`src/rtl/quad_encoder_array_if.sv`:
```
// Pad-side / core-side signal bundle for quad_encoder_array.
// The slave modport is the encoder front end; the master modport is whoever
// drives the encoder pins and consumes the positions.
interface quad_encoder_array_if #(
    parameter int CHANNELS = 2,
    parameter int POSWIDTH = 5
);
    logic [CHANNELS-1:0]          enc_a;
    logic [CHANNELS-1:0]          enc_b;
    logic                         enable;
    logic [CHANNELS-1:0]          clear;
    logic [CHANNELS*POSWIDTH-1:0] pos;
    logic [CHANNELS-1:0]          step;
    logic [CHANNELS-1:0]          dir;
    logic [CHANNELS-1:0]          err;

    modport master (
        output enc_a, enc_b, enable, clear,
        input  pos, step, dir, err
    );

    modport slave (
        input  enc_a, enc_b, enable, clear,
        output pos, step, dir, err
    );
endinterface

```
`src/rtl/quad_encoder_array.sv`:
```
// quad_encoder_array: CHANNELS independent quadrature encoder front ends.
// Per channel: 2-flop synchroniser per phase, per-phase debounce, x4 Gray
// decode and a bounded (saturating or wrapping) position counter.
// Optional feature macro: QUAD_ERR_EN -- when defined, err[i] is a sticky
// illegal-transition flag; when undefined, err is tied to 0.
module quad_encoder_array #(
    parameter int CHANNELS      = 2,
    parameter int DEBOUNCEWIDTH = 2,
    parameter int POSWIDTH      = 5,
    parameter int POS_MAX       = 31,
    parameter int POS_INIT      = 15,
    parameter int WRAP          = 0
) (
    input  logic                 clock,
    input  logic                 resetb,
    quad_encoder_array_if.slave  bus
);

    typedef enum logic [1:0] {
        STEP_NONE = 2'd0,
        STEP_UP   = 2'd1,
        STEP_DN   = 2'd2,
        STEP_ILL  = 2'd3
    } step_e;

    localparam logic [DEBOUNCEWIDTH-1:0] CNT_MAX  = '1;
    // Level is accepted on the edge where the 2**DEBOUNCEWIDTH-th matching sample is seen.
    localparam logic [DEBOUNCEWIDTH-1:0] CNT_LAST = DEBOUNCEWIDTH'(2**DEBOUNCEWIDTH - 2);
    localparam logic [POSWIDTH-1:0]      P_MAX    = POSWIDTH'(POS_MAX);
    localparam logic [POSWIDTH-1:0]      P_INIT   = POSWIDTH'(POS_INIT);

    // {a,b}: 00 -> 01 -> 11 -> 10 -> 00 counts up; both bits flipping is illegal.
    function automatic step_e gray_decode(input logic [1:0] prv, input logic [1:0] cur);
        step_e res;
        if (prv == cur) begin
            res = STEP_NONE;
        end else if ((prv ^ cur) == 2'b11) begin
            res = STEP_ILL;
        end else begin
            case ({prv, cur})
                4'b0001, 4'b0111, 4'b1110, 4'b1000: res = STEP_UP;
                default:                            res = STEP_DN;
            endcase
        end
        return res;
    endfunction

    // Returns {moved, new_pos}; at POS_MAX either wraps to 0 or holds.
    function automatic logic [POSWIDTH:0] pos_up(input logic [POSWIDTH-1:0] p);
        logic [POSWIDTH:0] res;
        if (p == P_MAX) begin
            res = (WRAP != 0) ? {1'b1, {POSWIDTH{1'b0}}} : {1'b0, p};
        end else begin
            res = {1'b1, p + 1'b1};
        end
        return res;
    endfunction

    // Returns {moved, new_pos}; at 0 either wraps to POS_MAX or holds.
    function automatic logic [POSWIDTH:0] pos_dn(input logic [POSWIDTH-1:0] p);
        logic [POSWIDTH:0] res;
        if (p == '0) begin
            res = (WRAP != 0) ? {1'b1, P_MAX} : {1'b0, p};
        end else begin
            res = {1'b1, p - 1'b1};
        end
        return res;
    endfunction

    for (genvar gi = 0; gi < CHANNELS; gi++) begin : g_ch
        // Bit 1 carries phase A, bit 0 phase B throughout.
        logic [1:0]               r_sync1;
        logic [1:0]               r_sync2;
        logic [1:0]               r_cand;
        logic [1:0]               r_lvl;
        logic [1:0]               r_settled;
        logic [DEBOUNCEWIDTH-1:0] r_cnt [2];
        logic [1:0]               r_prev;
        logic                     r_primed;
        logic [POSWIDTH-1:0]      r_pos;
        logic                     r_step;
        logic                     r_dir;
        step_e                    w_code;
        logic                     w_up;
        logic                     w_dn;
        logic [POSWIDTH:0]        w_up_res;
        logic [POSWIDTH:0]        w_dn_res;

        // Synchronise both phases and debounce each one independently.
        always_ff @(posedge clock or negedge resetb) begin
            if (!resetb) begin
                r_sync1   <= '0;
                r_sync2   <= '0;
                r_cand    <= '0;
                r_lvl     <= '0;
                r_settled <= '0;
                for (int p = 0; p < 2; p++) begin
                    r_cnt[p] <= '0;
                end
            end else begin
                r_sync1 <= {bus.enc_a[gi], bus.enc_b[gi]};
                r_sync2 <= r_sync1;
                for (int p = 0; p < 2; p++) begin
                    if (r_sync2[p] != r_cand[p]) begin
                        r_cand[p] <= r_sync2[p];
                        r_cnt[p]  <= '0;
                    end else if (r_cnt[p] != CNT_MAX) begin
                        r_cnt[p] <= r_cnt[p] + 1'b1;
                        if (r_cnt[p] == CNT_LAST) begin
                            r_lvl[p]     <= r_cand[p];
                            r_settled[p] <= 1'b1;
                        end
                    end
                end
            end
        end

        assign w_code   = gray_decode(r_prev, r_lvl);
        assign w_up     = r_primed && (w_code == STEP_UP);
        assign w_dn     = r_primed && (w_code == STEP_DN);
        assign w_up_res = pos_up(r_pos);
        assign w_dn_res = pos_dn(r_pos);

        // Prime on the first debounced state, then decode and update the position.
        always_ff @(posedge clock or negedge resetb) begin
            if (!resetb) begin
                r_prev   <= '0;
                r_primed <= 1'b0;
                r_pos    <= P_INIT;
                r_step   <= 1'b0;
                r_dir    <= 1'b0;
            end else begin
                r_step <= 1'b0;
                if (r_primed || (&r_settled)) begin
                    r_prev   <= r_lvl;
                    r_primed <= 1'b1;
                end
                if (bus.clear[gi]) begin
                    r_pos <= P_INIT;
                end else if (bus.enable && w_up) begin
                    r_dir  <= 1'b1;
                    r_pos  <= w_up_res[POSWIDTH-1:0];
                    r_step <= w_up_res[POSWIDTH];
                end else if (bus.enable && w_dn) begin
                    r_dir  <= 1'b0;
                    r_pos  <= w_dn_res[POSWIDTH-1:0];
                    r_step <= w_dn_res[POSWIDTH];
                end
            end
        end

`ifdef QUAD_ERR_EN
        logic r_err;

        // Sticky illegal-transition flag, cleared only by clear or reset.
        always_ff @(posedge clock or negedge resetb) begin
            if (!resetb) begin
                r_err <= 1'b0;
            end else if (bus.clear[gi]) begin
                r_err <= 1'b0;
            end else if (r_primed && (w_code == STEP_ILL)) begin
                r_err <= 1'b1;
            end
        end

        assign bus.err[gi] = r_err;
`else
        assign bus.err[gi] = 1'b0;
`endif

        assign bus.pos[gi*POSWIDTH +: POSWIDTH] = r_pos;
        assign bus.step[gi]                     = r_step;
        assign bus.dir[gi]                      = r_dir;
    end

endmodule

```
`src/flat_wrapper.sv`:
```
// flat-port wrapper written by rule: the top's interface ports become plain ports
module quad_encoder_array_flat 
#(
    parameter int CHANNELS      = 2,
    parameter int DEBOUNCEWIDTH = 2,
    parameter int POSWIDTH      = 5,
    parameter int POS_MAX       = 31,
    parameter int POS_INIT      = 15,
    parameter int WRAP          = 0
)
  (clock, resetb, bus_enc_a, bus_enc_b, bus_enable, bus_clear, bus_pos, bus_step, bus_dir, bus_err);
  quad_encoder_array_if #(.CHANNELS(CHANNELS), .POSWIDTH(POSWIDTH)) bus_i ();
  input  logic clock;
  input  logic resetb;
  input wire logic [$bits(bus_i.enc_a)-1:0] bus_enc_a;
  input wire logic [$bits(bus_i.enc_b)-1:0] bus_enc_b;
  input wire logic [$bits(bus_i.enable)-1:0] bus_enable;
  input wire logic [$bits(bus_i.clear)-1:0] bus_clear;
  output wire logic [$bits(bus_i.pos)-1:0] bus_pos;
  output wire logic [$bits(bus_i.step)-1:0] bus_step;
  output wire logic [$bits(bus_i.dir)-1:0] bus_dir;
  output wire logic [$bits(bus_i.err)-1:0] bus_err;
  assign bus_i.enc_a = bus_enc_a;
  assign bus_i.enc_b = bus_enc_b;
  assign bus_i.enable = bus_enable;
  assign bus_i.clear = bus_clear;
  assign bus_pos = bus_i.pos;
  assign bus_step = bus_i.step;
  assign bus_dir = bus_i.dir;
  assign bus_err = bus_i.err;
  quad_encoder_array #(.CHANNELS(CHANNELS), .DEBOUNCEWIDTH(DEBOUNCEWIDTH), .POSWIDTH(POSWIDTH), .POS_MAX(POS_MAX), .POS_INIT(POS_INIT), .WRAP(WRAP)) u_core (.clock(clock), .resetb(resetb), .bus(bus_i));
endmodule
```
`config.mk`:
```
export PLATFORM = sky130hd
export DESIGN_NAME = quad_encoder_array_flat
export DESIGN_NICKNAME = d
export VERILOG_FILES = /design/src/rtl/quad_encoder_array_if.sv /design/src/rtl/quad_encoder_array.sv /design/src/flat_wrapper.sv
export SDC_FILE = /design/constraint.sdc
export NUM_CORES = 1
export LEC_CHECK = 0
export ABC_AREA = 0
export CAP_MARGIN = 25
export CORE_ASPECT_RATIO = 0.5
export CORE_MARGIN = 5
export CORE_UTILIZATION = 40
export DETAILED_ROUTE_END_ITERATION = 10
export SLEW_MARGIN = 10
export SYNTH_ARGS = -nofsm -noshare
export SYNTH_HDL_FRONTEND = slang
export SYNTH_SLANG_ARGS = --single-unit
```
`constraint.sdc`:
```
create_clock -name clock -period 3.9 [get_ports clock]
set_clock_uncertainty 0.2 [all_clocks]
set_input_delay 0.78 -clock clock [delete_from_list [all_inputs] [get_ports clock]]
set_output_delay 0.78 -clock clock [all_outputs]
set_load 0.01 [all_outputs]
```
==> results of run 1 <==
## metrics by stage
stage	total power, W	setup slack, ps	hold WS (ps)	instance area [um2]
final	0.00203	1260	150	2870
after global routing	0.00220	1180	168	2870
after CTS	0.00205	1270	156	2850
after detailed placement	0.00155	984	141	2670
after global placement	0.00151	1030	131	2670
after floorplan	0.00130	1620	131	2430
## state kept, by name, summed over array words and instances, names as in the netlist
signal and cells:
u_core.g_ch.r_cand 4, u_core.g_ch.r_cnt 8, u_core.g_ch.r_dir 2, u_core.g_ch.r_lvl 4
u_core.g_ch.r_pos 10, u_core.g_ch.r_prev 4, u_core.g_ch.r_primed 2, u_core.g_ch.r_settled 4
u_core.g_ch.r_step 2, u_core.g_ch.r_sync1 4, u_core.g_ch.r_sync2 4
## worst max-delay path, delay by kind of cell
family,cells,cell delay [ps]
buffers and inverters,1,560
AOI/OAI and AO/OA,1,120
and+or+nand+nor,3,1180
## Yosys cell counts, drive strengths merged (3+ instances only)
cell    count
nand3       4
xnor2       3
dfstp       8
o21bai      4
dfrtp      40
a41oi       3
mux2        4
xor2       12
o21ai      15
nand2b      4
a21oi      12
buf         6
a31oi       4
nand2      12
ha         14
nor3        6
clkbuf      5
inv        17
or3         3
or4         3
and3        3
nor2       23
## power groups by stage
stage	combinational, W	sequential, W	clock (W)
2_1_floorplan	0.000504	0.000796	0
3_3_place_gp	0.000701	0.000812	0
3_5_place_dp	0.000728	0.000819	0
4_1_cts	0.000734	0.000810	0.000505
5_1_grt	0.000833	0.000838	0.000531
6_report	0.000730	0.000810	0.000489
## layer usage
layer | routed length (um) | GRT usage (%) | vias up
li1 | - | - | 864
met1 | 2210 | 17.4 | 819
met2 | 1950 | 20.4 | 43
met3 | 228 | 2.96 | 4
met4 | 34 | 3.00 | 0
met5 | 0 | 0 | -
## path summary, 6_finish.rpt
kind,startpoint,end,slack (ps),depth (start not counted)
worst min-delay path,u_core.g_ch[0].r_sync1[1]$_DFF_PN0_,u_core.g_ch[0].r_sync2[1]$_DFF_PN0_,150,0
min in group asynchronous,resetb,u_core.g_ch[0].r_sync1[1]$_DFF_PN0_,180,1
worst max-delay path,bus_enable,u_core.g_ch[0].r_pos[1]$_DFFE_PN1P_,1260,5
max in group asynchronous,resetb,u_core.g_ch[0].r_pos[0]$_DFFE_PN1P_,2770,2
worst min register to register,u_core.g_ch[0].r_sync1[1]$_DFF_PN0_,u_core.g_ch[0].r_sync2[1]$_DFF_PN0_,150,0
worst max register to register,u_core.g_ch[1].r_pos[0]$_DFFE_PN1P_,u_core.g_ch[1].r_pos[3]$_DFFE_PN1P_,1510,6
## final cells by class
| type | count | share of cell area [%] |
|---|---|---|
| well taps | 77 | 3.36 |
| inverters | 17 | 2.23 |
| repair buffers | 23 | 8.21 |
| clock buffers | 5 | 4.37 |
| clock inverters | 3 | 1.62 |
| multi-input cells | 160 | 37.9 |
| flip-flops and latches | 48 | 42.3 |
## cell families after synthesis
kind of cell / Yosys count
flip-flops: 48
adder cells (fa/ha/maj): 14
multiplexers: 5
XOR/XNOR: 15
AO/OA/AOI/OAI: 53
other: 1
buffers and inverters: 28
AND/OR/NAND/NOR: 71
==> results.json, run 1 <==
{
  "synth_top_family_by_area": "simple AND/OR/NAND/NOR gates",
  "fin_nets": 278,
  "pwr-share-clk_pct": 24.1,
  "clk_pin_slew_worst_paths_ps": 60,
  "yosys_register_bits": 48,
  "row_count": 20,
  "slew_headroom_pct": 58.8,
  "slew_viol_final": 0,
  "crit_chain": "clkdlybuf4s50_1, nand2_1, or4_4, or4_1, o2111ai_1",
  "p_per_area_nw_per_um2": 708,
  "synth-xor-area-share_pct": 5.73,
  "fin_crit_sh_pct": 67.8,
  "comb_power_share_pct": 36.0,
  "hold_viol": 0,
  "cpPeakStageDelay_ps": 590,
  "fp.dieW_um": 120,
  "ctsResizeCount": 0,
  "antenna_cells": 0,
  "ys_types": 50,
  "holdBufCountCts": 0,
  "mostFrequentLayoutCells": "40 x dfrtp_1, 23 x nor2_1, 21 x clkdlybuf4s50_1, 17 x inv_1, 15 x o21ai_0",
  "numCtsBuffers": 5,
  "areaGrowthSynthToFinish_pct": 18.3,
  "clock_path_buffers": 2,
  "wl_per_cell_um": 13.3,
  "ioPinCount": 25,
  "critical_path_class": "input port to register",
  "synth.area.top_cells": "dfrtp_1 41%, dfstp_2 8.7%, ha_1 7.2%",
  "rsz0062_at_grt": "no",
  "critPathRequiredTime_ps": 3900,
  "grtUsageTotal_pct": 12.7,
  "synth_seq_area_share_pct": 50.0,
  "crit_arrival_ps": 2640,
  "hold_path_class": "register to register",
  "tightest_slew_ps": 610,
  "routed_wl_mm": 4.42,
  "yosys.area_share.simple_pct": 15.2,
  "period_needed_ps": 2640,
  "slowest_stage": "or4_4",
  "p_sw_share_pct": 34.7,
  "syn_area_um2": 2420,
  "cap_violations": 0,
  "postRouteAntennaNets": 0,
  "ys.flop_type": "dfrtp_1",
  "dr.pass1.iters": 4,
  "viasPerCell": 5.20,
  "finish.utilization_pct": 47.9,
  "status": "finished, final reports clean",
  "mostFrequentLayoutCell": "dfrtp_1",
  "critPathLaunchType": "input port",
  "peakVddDrop_mv": 0.244,
  "crit_fanout": 6,
  "via_count": 1730,
  "max_freq_mhz": 378,
  "dieArea_um2": 7810,
  "die-height_um": 65.0,
  "clock_latency_ps": 280,
  "initial_core_util_pct": 40.5,
  "nFillCells": 536,
  "place.detailed.hpwl_mm": 3.28,
  "stdcell_count": 333,
  "seq_area_um2": 1210,
  "synth.area.mux_share_pct": 2.27,
  "syn_inst": 235,
  "cts-root-buf": "clkbuf_16",
  "seqPwrFrac_pct": 39.9,
  "setup_viol": 0,
  "drc_errors": 0,
  "numPortBuffers": 22,
  "grt_overflow": 0,
  "synth_top_area_share_pct": 41.3,
  "netSwitchingPower_w": 0.000705,
  "htreeDepth": 2,
  "gp_congestion": 0.879,
  "drt_iter0_drc": 67,
  "leakage_nw": 1.22,
  "ys_warn_count": 0,
  "core_area_um2": 5980,
  "yosysTopAreaCell": "dfrtp_1",
  "intPower_w": 0.00132,
  "setup_tns_ps": 0,
  "worstSetupEndpointType": "register",
  "grt_max_degree": 49,
  "post_cts_buffers": 0,
  "cts_num_sinks": 48,
  "antenna_found_initial": 0,
  "dp.cells": 324,
  "grt_pass1_wl_mm": 8.17,
  "grt_pass1_vias": 1802,
  "multi_input_area_um2": 1090,
  "cts_tree": "done",
  "drive_gt1_share_pct": 11.7,
  "synth_edf_count": 0,
  "yosys.area_share.adder_pct": 7.23,
  "synth_compound_area_share_pct": 14.1,
  "synth_area_per_cell_um2": 10.3,
  "async_flop_share_pct": 100
}
Note: power is estimated with default switching activity, not from simulation.
==> run 2, diff against run 1 <==
==> constraint.sdc (replaced) <==
create_clock -name clock -period 2.8 [get_ports clock]
set_clock_uncertainty 0.2 [all_clocks]
set_input_delay 0.56 -clock clock [delete_from_list [all_inputs] [get_ports clock]]
set_output_delay 0.56 -clock clock [all_outputs]
set_load 0.01 [all_outputs]
==> results.json, run 2 (synthesis gave the netlist of run 1 again) <==
{
  "cap_violations": 0,
  "cts_tree": "done",
  "max_flop_register": "u_core.g_ch.r_pos",
  "fin_nets": 280,
  "multi_input_area_um2": 1090,
  "hold_path_class": "register to register",
  "dieArea_um2": 7810,
  "nFillCells": 527,
  "core_area_um2": 5980,
  "grt_overflow": 0,
  "reg2regPathDepth": 6,
  "drive_gt1_share_pct": 12.1,
  "hold_viol": 0,
  "reg2reg_to": "u_core.g_ch[1].r_pos[3]$_DFFE_PN1P_",
  "crit_arrival_ps": 2420,
  "drc_errors": 0,
  "peakVddDrop_mv": 0.417,
  "viasPerCell": 5.26,
  "gp_congestion": 0.890,
  "setup_tns_ps": 0,
  "cts_num_sinks": 48,
  "slew_headroom_pct": 56.2,
  "setup_viol": 0,
  "grtUsageTotal_pct": 13.1,
  "p_per_area_nw_per_um2": 1010,
  "fp.dieW_um": 120,
  "grt_pass1_wl_mm": 8.47,
  "largest_register_ffs": 10,
  "holdCritStartpoint": "u_core.g_ch[0].r_sync1[0]$_DFF_PN0_",
  "row_count": 20,
  "dr.pass1.iters": 4,
  "htreeDepth": 2,
  "leakage_nw": 1.23,
  "wl_per_cell_um": 13.2,
  "period_needed_ps": 2420,
  "clock_latency_ps": 280,
  "critPathLaunchType": "register",
  "grt_pass1_vias": 1902,
  "clk_pin_slew_worst_paths_ps": 60,
  "worstSetupEndpointType": "register",
  "numPortBuffers": 22,
  "place.detailed.hpwl_mm": 3.26,
  "cts-root-buf": "clkbuf_16",
  "min_to": "u_core.g_ch[0].r_sync2[0]$_DFF_PN0_",
  "die-height_um": 65.0,
  "ioPinCount": 25,
  "areaGrowthSynthToFinish_pct": 19.0,
  "drt_iter0_drc": 124,
  "mostFrequentLayoutCell": "dfrtp_1",
  "via_count": 1757,
  "status": "finished, final reports clean",
  "clock_path_buffers": 2,
  "critPathRequiredTime_ps": 2810,
  "routed_wl_mm": 4.41,
  "holdBufCountCts": 0,
  "slew_viol_final": 0,
  "critical_path_class": "register to register",
  "reg2reg_from": "u_core.g_ch[1].r_pos[0]$_DFFE_PN1P_",
  "rrSetupSlack_ps": 380,
  "grt_max_degree": 49,
  "mostFrequentLayoutCells": "40 x dfrtp_1, 23 x nor2_1, 21 x clkdlybuf4s50_1, 17 x inv_1, 15 x o21ai_0",
  "rsz0062_at_grt": "no",
  "antenna_cells": 0,
  "post_cts_buffers": 0,
  "hold_depth": 0,
  "tightest_slew_ps": 648,
  "ctsResizeCount": 0,
  "postRouteAntennaNets": 0,
  "max_freq_mhz": 414,
  "antenna_found_initial": 0,
  "initial_core_util_pct": 40.5,
  "stdcell_count": 334,
  "dp.cells": 327,
  "fin_crit_sh_pct": 86.3,
  "numCtsBuffers": 5,
  "reg_top3": "u_core.g_ch.r_pos: 10 flops, u_core.g_ch.r_cnt: 8 flops",
  "crit_fanout": 6,
  "seq_area_um2": 1210
}
run 2: changes by cell type in the layout (fill, tap and decap cells not counted):
| cell | before | now |
|---|---|---|
| buf_4 | 0 | 3 |
| bufinv_16 | 1 | 2 |
| buf_12 | 1 | 0 |
| clkinvlp_4 | 1 | 0 |
| inv_6 | 1 | 0 |
run 2: where the power goes:
group | switching [W] | internal (W)
sequential | 0.000205 | 0.000923
clock | 0.000245 | 0.000506
combinational | 0.000520 | 0.000502
total | 0.000971 | 0.00193
run 2: critical path, stage by stage, from the launching register on:
cell     delay, ps
dfstp_2        400
ha_1           220
and3_1         190
ha_1           210
or4_1          640
o221a_2        330
a41oi_1        160
run 2: worst max path at each step:
stage | startpoint | endpoint | slack (ps) | cells after the start
final | u_core.g_ch[1].r_pos[0]$_DFFE_PN1P_ | u_core.g_ch[1].r_pos[3]$_DFFE_PN1P_ | 380 | 6
after CTS | u_core.g_ch[1].r_pos[0]$_DFFE_PN1P_ | u_core.g_ch[1].r_pos[3]$_DFFE_PN1P_ | 400 | 6
after global placement | bus_enable | u_core.g_ch[0].r_pos[1]$_DFFE_PN1P_ | 240 | 5
after floorplan | u_core.g_ch[1].r_pos[0]$_DFFE_PN1P_ | u_core.g_ch[1].r_pos[3]$_DFFE_PN1P_ | 520 | 6
after global routing | u_core.g_ch[1].r_pos[0]$_DFFE_PN1P_ | u_core.g_ch[1].r_pos[3]$_DFFE_PN1P_ | 290 | 6
after detailed placement | bus_enable | u_core.g_ch[0].r_pos[1]$_DFFE_PN1P_ | 210 | 5
run 2: layout make-up:
type	instances	share of cell area [%]
clock buffer	5	4.34
clock inverter	2	2.08
inverter	17	2.21
multi-input combinational	160	37.7
sequential	48	42.0
tap	77	3.34
timing repair buffer	25	8.25
run 2: per-stage QoR:
stage / worst slack, ps / area (um2) / hold slack [ps] / power [W] / util [%]
after floorplan: 519 / 2430 / 64.4 / 0.00181 / -
after global placement: 243 / 2700 / 131 / 0.00212 / 45.1
after detailed placement: 210 / 2700 / 136 / 0.00216 / 45.1
after CTS: 396 / 2880 / 150 / 0.00293 / 48.2
after global routing: 287 / 2880 / 155 / 0.00315 / 48.2
final: 383 / 2880 / 149 / 0.00290 / 48.2
run 2: per-layer routing:
metal,vias to the layer above,wire (um),track usage (%)
met5,-,0,0
met4,0,48,4.99
met3,5,219,3.23
met2,40,1920,21.0
met1,853,2220,17.3
li1,859,-,-
==> run 3, diff against run 2 <==
==> constraint.sdc (replaced) <==
create_clock -name clock -period 2.8 [get_ports clock]
set_clock_uncertainty 0.2 [all_clocks]
set_input_delay 0.56 -clock clock [delete_from_list [all_inputs] [get_ports clock]]
set_output_delay 0.56 -clock clock [all_outputs]
set_load 0.1 [all_outputs]
==> results.json, run 3 (synthesis gave the netlist of run 1 again) <==
{
  "hold_path_class": "input port to asynchronous set/reset pin",
  "drc_errors": 0,
  "slowest_stage": "or4_1",
  "grt_pass1_wl_mm": 8.40,
  "rsz0062_at_grt": "no",
  "viasPerCell": 5.46,
  "peakVddDrop_mv": 0.318,
  "drive_gt1_share_pct": 17.8,
  "antenna_cells": 0,
  "clock_path_buffers": 2,
  "ctsResizeCount": 0,
  "fin_crit_sh_pct": 85.8,
  "clock_latency_ps": 280,
  "critPathLaunchType": "register",
  "row_count": 20,
  "hold_viol": 2,
  "dr.pass1.iters": 5,
  "post_cts_buffers": 0,
  "p_total_w": 0.00325,
  "largest_register_ffs": 10,
  "max_flop_register": "u_core.g_ch.r_pos",
  "grtUsageTotal_pct": 13.2,
  "numPortBuffers": 22,
  "htreeDepth": 2,
  "ioPinCount": 25,
  "critPathMostFrequentCell": "ha_1",
  "reg_top3": "u_core.g_ch.r_pos: 10 flops, u_core.g_ch.r_cnt: 8 flops",
  "gp_congestion": 0.884,
  "place.detailed.hpwl_mm": 3.42,
  "slew_headroom_pct": 55.1,
  "wl_per_cell_um": 14.0,
  "clk_pin_slew_worst_paths_ps": 60,
  "critPathRequiredTime_ps": 2800,
  "mostFrequentLayoutCell": "dfrtp_1",
  "grt_max_degree": 20,
  "fp.dieW_um": 120,
  "max_freq_mhz": 416,
  "violations": "hold timing",
  "postRouteAntennaNets": 0,
  "via_count": 1829,
  "status": "finished with violations",
  "nFillCells": 554,
  "crit_chain": "ha_1, and3_1, ha_1, or4_1, o221a_2, a41oi_1",
  "critical_path_class": "register to register",
  "drt_iter0_drc": 74,
  "tightest_slew_ps": 664,
  "cts-root-buf": "clkbuf_16",
  "antenna_found_initial": 0,
  "crit_fanout": 6,
  "die-height_um": 65.0,
  "hold_slack_ps": -2.85,
  "grt_pass1_vias": 1835,
  "mostFrequentLayoutCells": "40 x dfrtp_1, 23 x nor2_1, 18 x buf_4, 17 x inv_1, 15 x o21ai_0",
  "routed_wl_mm": 4.68,
  "core_area_um2": 5980,
  "dieArea_um2": 7810,
  "holdBufCountCts": 0,
  "cts_num_sinks": 48,
  "crit_arrival_ps": 2400,
  "setup_tns_ps": 0,
  "numCtsBuffers": 5,
  "cpPeakStageDelay_ps": 630,
  "slew_viol_final": 0,
  "period_needed_ps": 2400,
  "critical_path_buf_inv_count": 0,
  "grt_overflow": 0,
  "cp_top_family": "simple AND/OR/NAND/NOR gates",
  "p_per_area_nw_per_um2": 1160,
  "areaGrowthSynthToFinish_pct": 15.9,
  "leakage_nw": 1.22,
  "worstSetupEndpointType": "register",
  "cts_tree": "done",
  "fin_nets": 281,
  "setup_viol": 0,
  "cap_violations": 0,
  "initial_core_util_pct": 40.5
}
run 3: cell count changes in the layout (fill, tap and decap cells not counted), sizes merged:
cell	change
bufinv	-2
clkdlybuf4s50	-14
clkinv	+1
buf	+15
clkinvlp	+1
run 3: per-layer routing:
layer	track usage [%]	up-vias	wire length, um
met5	0	-	0
met1	17.6	877	2260
met2	21.2	74	2050
met4	3.85	0	46
met3	3.66	5	323
li1	-	873	-
run 3: where the power goes:
part	total [W]	switching, W	internal, W	leakage, nW
sequential	0.00114	0.000216	0.000924	0.537
combinational	0.00154	0.00107	0.000472	0.620
clock	0.000569	0.000245	0.000324	0.0657
total	0.00325	0.00153	0.00172	1.22
run 3: final timing paths:
path,start,end,slack [ps],cells past startpoint
max in group asynchronous,resetb,u_core.g_ch[1].r_pos[2]$_DFFE_PN1P_,1770,2
min,resetb,u_core.g_ch[0].r_sync1[1]$_DFF_PN0_,-3,1
max reg2reg,u_core.g_ch[1].r_pos[0]$_DFFE_PN1P_,u_core.g_ch[1].r_pos[3]$_DFFE_PN1P_,400,6
min reg2reg,u_core.g_ch[1].r_sync1[1]$_DFF_PN0_,u_core.g_ch[1].r_sync2[1]$_DFF_PN0_,150,0
max,u_core.g_ch[1].r_pos[0]$_DFFE_PN1P_,u_core.g_ch[1].r_pos[3]$_DFFE_PN1P_,400,6
min in group clock,u_core.g_ch[1].r_sync1[1]$_DFF_PN0_,u_core.g_ch[1].r_sync2[1]$_DFF_PN0_,150,0
run 3: through the flow:
stage	cell area, um2	hold WS [ps]	setup WS [ps]	util (%)	std cells
after floorplan	2430	64.4	142	-	236
after global placement	2670	131	233	44.6	328
final	2810	-2.85	397	46.9	335
after global routing	2810	30.1	289	46.9	335
after CTS	2810	7.23	395	46.9	335
after detailed placement	2670	135	218	44.6	328
run 3: area by class of cell:
| type | instances | area [um2] | share of cell area [%] |
|---|---|---|---|
| flip-flops and latches | 48 | 1210 | 43.2 |
| multi-input cells | 160 | 1090 | 38.7 |
| repair buffers | 26 | 210 | 7.49 |
| clock buffers | 5 | 125 | 4.46 |
| well taps | 77 | 96.3 | 3.43 |
| inverters | 17 | 63.8 | 2.27 |
| clock inverters | 2 | 12.5 | 0.446 |
